**src/rtl/req_arbiter_fsm_pkg.sv**
```systemverilog
// Shared types and constants for the request arbiter: state encoding, widths,
// default hold limit and a one-hot helper.
package req_arbiter_fsm_pkg;

    localparam int unsigned N_REQ        = 4;
    localparam int unsigned IDX_W        = 2;
    localparam int unsigned MAX_HOLD_DEF = 8;
    localparam int unsigned HOLD_W_DEF   = 4;

    typedef enum logic [1:0] {
        ST_IDLE  = 2'd0,
        ST_GRANT = 2'd1,
        ST_COOL  = 2'd2
    } arb_state_e;

    function automatic logic [N_REQ-1:0] idx_to_onehot(input logic [IDX_W-1:0] idx);
        logic [N_REQ-1:0] v;
        v      = '0;
        v[idx] = 1'b1;
        return v;
    endfunction

endpackage

```
**src/rtl/req_arbiter_fsm_if.sv**
```systemverilog
// Request/grant bundle between the requesting blocks (master) and the
// arbiter (slave).
interface req_arbiter_fsm_if;
    import req_arbiter_fsm_pkg::*;

    logic               en;
    logic               mode;
    logic [N_REQ-1:0]   req;
    logic [N_REQ-1:0]   gnt;
    logic [IDX_W-1:0]   gnt_idx;
    logic               gnt_valid;
    logic               hold_expired;

    modport master (
        output en, mode, req,
        input  gnt, gnt_idx, gnt_valid, hold_expired
    );

    modport slave (
        input  en, mode, req,
        output gnt, gnt_idx, gnt_valid, hold_expired
    );

endinterface

```
**src/rtl/req_arbiter_fsm_prio_enc.sv**
```systemverilog
// Combinational 4-bit priority encoder with enable; D[3] has highest priority.
module priority_encoder_with_enable
    import req_arbiter_fsm_pkg::*;
(
    input  logic [N_REQ-1:0] D,
    input  logic             EN,
    output logic [IDX_W-1:0] Y,
    output logic             Valid
);

    always_comb begin
        Y     = '0;
        Valid = 1'b0;
        if (EN) begin
            for (int unsigned i = 0; i < N_REQ; i++) begin
                if (D[i]) begin
                    Y     = IDX_W'(i);
                    Valid = 1'b1;
                end
            end
        end
    end

endmodule

```
**src/rtl/req_arbiter_fsm.sv**
```systemverilog
// Four-requester arbiter: fixed-priority or round-robin selection, grant held
// until release or hold limit, one turnaround cycle between grants.
module req_arbiter_fsm
    import req_arbiter_fsm_pkg::*;
#(
    parameter int unsigned MAX_HOLD = MAX_HOLD_DEF,
    parameter int unsigned HOLD_W   = HOLD_W_DEF
)
(
    input  logic               clk,
    input  logic               rst_n,
    req_arbiter_fsm_if.slave   bus
);

    localparam logic [HOLD_W-1:0] HOLD_LAST = HOLD_W'(MAX_HOLD - 1);

    arb_state_e          r_state;
    arb_state_e          w_state_nxt;
    logic [N_REQ-1:0]    r_gnt;
    logic [N_REQ-1:0]    w_gnt_nxt;
    logic [IDX_W-1:0]    r_gnt_idx;
    logic [IDX_W-1:0]    w_gnt_idx_nxt;
    logic [IDX_W-1:0]    r_last_idx;
    logic [IDX_W-1:0]    w_last_idx_nxt;
    logic [HOLD_W-1:0]   r_hold_cnt;
    logic [HOLD_W-1:0]   w_hold_cnt_nxt;
    logic                r_hold_expired;
    logic                w_hold_expired_nxt;

    logic [N_REQ-1:0]    w_rr_vec;
    logic [N_REQ-1:0]    w_enc_d;
    logic [IDX_W-1:0]    w_enc_y;
    logic                w_enc_valid;
    logic [IDX_W-1:0]    w_win_idx;

    // Round-robin: the encoder favours D[3], so the rotated vector is also
    // bit-reversed; D[3] = req[last+1], D[0] = req[last], winner = last - Y.
    always_comb begin
        w_rr_vec = '0;
        for (int unsigned i = 0; i < N_REQ; i++) begin
            w_rr_vec[i] = bus.req[r_last_idx - IDX_W'(i)];
        end
    end

    assign w_enc_d   = bus.mode ? w_rr_vec : bus.req;
    assign w_win_idx = bus.mode ? (r_last_idx - w_enc_y) : w_enc_y;

    priority_encoder_with_enable u_prio_enc (
        .D     (w_enc_d),
        .EN    (bus.en),
        .Y     (w_enc_y),
        .Valid (w_enc_valid)
    );

    always_ff @(posedge clk or negedge rst_n) begin
        if (!rst_n) begin
            r_state        <= ST_IDLE;
            r_gnt          <= '0;
            r_gnt_idx      <= '0;
            r_last_idx     <= IDX_W'(N_REQ - 1);
            r_hold_cnt     <= '0;
            r_hold_expired <= 1'b0;
        end else begin
            r_state        <= w_state_nxt;
            r_gnt          <= w_gnt_nxt;
            r_gnt_idx      <= w_gnt_idx_nxt;
            r_last_idx     <= w_last_idx_nxt;
            r_hold_cnt     <= w_hold_cnt_nxt;
            r_hold_expired <= w_hold_expired_nxt;
        end
    end

    always_comb begin
        w_state_nxt        = r_state;
        w_gnt_nxt          = r_gnt;
        w_gnt_idx_nxt      = r_gnt_idx;
        w_last_idx_nxt     = r_last_idx;
        w_hold_cnt_nxt     = r_hold_cnt;
        w_hold_expired_nxt = 1'b0;

        case (r_state)
            ST_IDLE, ST_COOL: begin
                if (w_enc_valid) begin
                    w_state_nxt    = ST_GRANT;
                    w_gnt_nxt      = idx_to_onehot(w_win_idx);
                    w_gnt_idx_nxt  = w_win_idx;
                    w_last_idx_nxt = w_win_idx;
                    w_hold_cnt_nxt = '0;
                end else begin
                    w_state_nxt = ST_IDLE;
                    w_gnt_nxt   = '0;
                end
            end
            ST_GRANT: begin
                if (!bus.en) begin
                    w_state_nxt = ST_IDLE;
                    w_gnt_nxt   = '0;
                end else if (!bus.req[r_gnt_idx]) begin
                    w_state_nxt = ST_COOL;
                    w_gnt_nxt   = '0;
                end else if (r_hold_cnt == HOLD_LAST) begin
                    w_state_nxt        = ST_COOL;
                    w_gnt_nxt          = '0;
                    w_hold_expired_nxt = 1'b1;
                end else begin
                    w_hold_cnt_nxt = r_hold_cnt + HOLD_W'(1);
                end
            end
            default: begin
                w_state_nxt = ST_IDLE;
                w_gnt_nxt   = '0;
            end
        endcase
    end

    assign bus.gnt          = r_gnt;
    assign bus.gnt_idx      = r_gnt_idx;
    assign bus.gnt_valid    = |r_gnt;
    assign bus.hold_expired = r_hold_expired;

endmodule

```
**src/flat_wrapper.sv**
```systemverilog
// flat-port wrapper written by rule: the top's interface ports become plain ports
module req_arbiter_fsm_flat import req_arbiter_fsm_pkg::*;
#(
    parameter int unsigned MAX_HOLD = MAX_HOLD_DEF,
    parameter int unsigned HOLD_W   = HOLD_W_DEF
)
  (clk, rst_n, bus_en, bus_mode, bus_req, bus_gnt, bus_gnt_idx, bus_gnt_valid, bus_hold_expired);
  req_arbiter_fsm_if bus_i ();
  input  logic clk;
  input  logic rst_n;
  input wire logic [$bits(bus_i.en)-1:0] bus_en;
  input wire logic [$bits(bus_i.mode)-1:0] bus_mode;
  input wire logic [$bits(bus_i.req)-1:0] bus_req;
  output wire logic [$bits(bus_i.gnt)-1:0] bus_gnt;
  output wire logic [$bits(bus_i.gnt_idx)-1:0] bus_gnt_idx;
  output wire logic [$bits(bus_i.gnt_valid)-1:0] bus_gnt_valid;
  output wire logic [$bits(bus_i.hold_expired)-1:0] bus_hold_expired;
  assign bus_i.en = bus_en;
  assign bus_i.mode = bus_mode;
  assign bus_i.req = bus_req;
  assign bus_gnt = bus_i.gnt;
  assign bus_gnt_idx = bus_i.gnt_idx;
  assign bus_gnt_valid = bus_i.gnt_valid;
  assign bus_hold_expired = bus_i.hold_expired;
  req_arbiter_fsm #(.MAX_HOLD(MAX_HOLD), .HOLD_W(HOLD_W)) u_core (.clk(clk), .rst_n(rst_n), .bus(bus_i));
endmodule
```
**config.mk**
```make
export PLATFORM = sky130hd
export DESIGN_NAME = req_arbiter_fsm_flat
export DESIGN_NICKNAME = d
export VERILOG_FILES = /design/src/rtl/req_arbiter_fsm_pkg.sv /design/src/rtl/req_arbiter_fsm_if.sv /design/src/rtl/req_arbiter_fsm_prio_enc.sv /design/src/rtl/req_arbiter_fsm.sv /design/src/flat_wrapper.sv
export SDC_FILE = /design/constraint.sdc
export NUM_CORES = 1
export LEC_CHECK = 0
export BUFFER_PORTS_ARGS = -buffer_cell sky130_fd_sc_hd__buf_2
export CAP_MARGIN = 20
export CORE_MARGIN = 10
export CORE_UTILIZATION = 52
export CTS_BUF_LIST = sky130_fd_sc_hd__clkbuf_4
export DETAILED_ROUTE_END_ITERATION = 12
export PLACE_DENSITY = 0.87
export REMOVE_ABC_BUFFERS = 1
export SKIP_LAST_GASP = 1
export SLEW_MARGIN = 20
export SYNTH_ARGS = -nofsm -noshare
export SYNTH_HDL_FRONTEND = slang
export SYNTH_SLANG_ARGS = --single-unit
```
**constraint.sdc**
```tcl
create_clock -name clk -period 2.5 [get_ports clk]
set_input_delay 0.125 -clock clk [delete_from_list [all_inputs] [get_ports clk]]
set_output_delay 0.125 -clock clk [all_outputs]
set_load 0.005 [all_outputs]
```
==> out/results.tsv <==
metric	value	unit
skew	3.269	ps
synth_top_flop_cell	dfrtp_1	
detailedPlacementHpwl	1.836	mm
worst_hold_path.num_cells	3	
min_from	bus_en	
synth_cells	107	
start_util	56.74	%
gpl.final_weighted_congestion	0.8986	
cts_inserted_buffers	3	
globalRouteOverflowTotal	0	
hold_path_end	u_core.r_state[1]	
reg2reg_to	u_core.bus.gnt[0]	
timing.hold.ws	87.57	ps
power.internal	0.8982	mW
buffer_ports.inserted	15	
swShare	39.29	%
synth_largest_area_cell	dfrtp_1	
drt-wirelength-per-cell	17.94	um
synth.cells.most_frequent	dfrtp_1, nor2_1, nand2_1	
max-clock-path-buffers	2	
antenna_cells	0	
synth_area	0.001022	mm2
clock_latency	300	ps
max_freq	0.3789	GHz
fp.coreArea	0.001802	mm2
antenna_found_initial	0	
layout_worst_path_cycle_share	105.6	%
path_clk_slew	100	ps
pwr-share-comb	62.2	%
syn_avg_cell_area	9.554	um2
cap_violations	0	
post-synth-top-count-cell	dfrtp_1	
design_area	0.001441	mm2
ys_warn_count	0	
ys_types	45	
finalHoldViolations	0	
detailed_place.area	0.001176	mm2
endpoint_kind	flip-flop	
synth_seq_cells	15	
crit_arrival	2880	ps
max_slew_margin	58.89	%
detailed_route_vias_per_instance	6.017	
path_class	reg2reg	
number_of_routed_nets_with_antenna_violations	0	
synth_enable_flop_cells	0	
drv_slew	0	
rsz0062_at_grt	true	
drive_gt1_share	45.64	%
grt_util_all_layers	13.49	%
fin_nets	160	
dieArea	0.004139	mm2
cts.sink_count	15	
smallest_setup_slack_after_layout	-138.9	ps
startpoint_type	flip-flop	
seq_power_share	26.8	%
worst-slew-pin-transition	615.3	ps
die_y	64.34	um
worst_hold_path_class	in2reg	
cellLeakagePower	0.6856	nW
worst_ep_required_time	2740	ps
cellPowerDensity	1026	mW/mm2
grt_first_pass_wirelength	4.560	mm
first_pass_iters	4	
wl	3.121	mm
grt_max_degree	16	
power_switching	0.5812	mW
total_setup_violations_reported_at_the_end_of_the_flow	6	
timing.rr.start	u_core.r_last_idx[1]	
worst_ir_drop_vdd	0.7063	mV
area_delta_synth_final	41.00	%
cts_tree	built	
cp_max_fo	7	
worst-r2r-cell-count	11	
vias	1047	
seq_area_frac_synth	36.96	%
post_synth_main_area_contributors	dfrtp_1, mux2i_1, dfstp_2	
vias_in_the_first_global_route	1022	
asyncSetResetFlopFracSynth	100.0	%
drt_iter0_drc	66	
cts.htree.levels	1	
status	complete, but fails checks	
violated_checks	negative setup slack	
chipWidth	64.34	um
floorplan.rows	15	
regToRegSetupSlack	-140	ps
finalNonFillerCells	174	
cts-root-buf	clkbuf_4	
dp.cells	152	
floorplan.io_pins	16	
post-route-min-period	2639	ps
p_clk_share	11.0	%
detail_route.drc_violations	0	
yosys.area.top_type_share	31.82	%
-- worst max-delay path by stage --
stage                         startpoint                 to  slack (ps)  depth (start not counted)
floorplan           u_core.r_last_idx[1]  u_core.bus.gnt[0]         -60                         12
global placement    u_core.r_last_idx[1]  u_core.bus.gnt[0]         -50                         12
detailed placement  u_core.r_last_idx[1]  u_core.bus.gnt[0]        -180                         12
CTS                 u_core.r_last_idx[0]  u_core.bus.gnt[0]         -50                         12
global route        u_core.r_last_idx[1]  u_core.bus.gnt[0]        -220                         11
finish              u_core.r_last_idx[1]  u_core.bus.gnt[0]        -140                         11
-- through the flow --
step | TNS [ps] | util (%) | power (mW) | setup slack, ps
after floorplan | -74.95 | - | 0.7951 | -55.33
after global placement | -90.12 | 65.28 | 1.005 | -50.99
after detailed placement | -493.8 | 65.28 | 1.027 | -180.1
after CTS | -69.31 | 72.92 | 1.299 | -46.79
after global routing | -1102 | 80.00 | 1.560 | -220.0
final | -619.5 | 80.00 | 1.479 | -138.9
-- state kept, by name (all words and copies together) (netlist names) --
signal and flops:
u_core.r_last_idx 2, u_core.r_state 2, u_core.bus.gnt 4, u_core.r_hold_cnt 4, u_core.bus.hold_expired 1, u_core.bus.gnt_idx 2
-- power groups by stage --
stage	Clock (mW)	Sequential, mW	Combinational (mW)
CTS	0.161	0.393	0.745
finish	0.163	0.397	0.920
detailed placement	0	0.403	0.625
global placement	0	0.396	0.609
global route	0.172	0.405	0.983
floorplan	0	0.405	0.390
-- kinds of logic after synthesis --
kind of cell,synth area share (%)
flip-flops,36.96
adder cells (fa/ha/maj),2.448
buffers and inverters,4.895
AND/OR/NAND/NOR,21.79
AO/OA/AOI/OAI,19.09
multiplexers,11.38
XOR/XNOR,3.427
-- cell usage in the layout (no fill, tap or decap), types with 3 or more instances in the layout --
master | synthesis | final
buf_12 | 0 | 3
buf_2 | 1 | 15
buf_4 | 1 | 25
clkbuf_4 | 0 | 4
dfrtp_1 | 13 | 13
inv_1 | 4 | 4
mux2i_1 | 6 | 4
nand2_1 | 10 | 10
nand2b_1 | 5 | 5
nand3_1 | 5 | 4
nor2_1 | 12 | 12
nor2b_1 | 3 | 3
xor2_1 | 4 | 4
-- cell type report --
type / instances / area [um2]
flip-flops and latches: 15 / 377.9
inverters: 4 / 15.01
fillers: 101 / 360.3
repair buffers: 44 / 332.8
well taps: 25 / 31.28
clock buffers: 4 / 30.03
multi-input cells: 82 / 654.4
-- critical path, cell delays in order (launching register included) --
cell and delay (ps):
dfstp_2 630, mux2i_1 350, a311oi_2 180, a21oi_2 200, nor2_1 60, ha_1 200
xor2_1 140, and2_4 180, nor3_2 170, nand3_2 140, o21ai_4 110, a32o_2 200
-- per-layer routing --
metal  part of all wire [%]  up-vias  wire [um]  GRT usage [%]
met3                     11        7        336          5.052
met4                    1.7        0         54          8.289
li1                       -      468          -              -
met5                      0        -          0              0
met1                     39      499       1218          14.31
met2                     48       73       1511          22.17
-- what timing repair did --
| action | CTS | global route |
|---|---|---|
| setup endpoints to repair | 5 | 10 |
| gates cloned | 0 | 0 |
| hold buffers | 1 | 0 |
| pin swaps | 3 | 9 |
| gates resized for setup | 7 | 8 |
| hold endpoints to repair | 13 | 0 |
| buffers inserted | 9 | 9 |
Note: power is estimated with default switching activity, not from simulation.
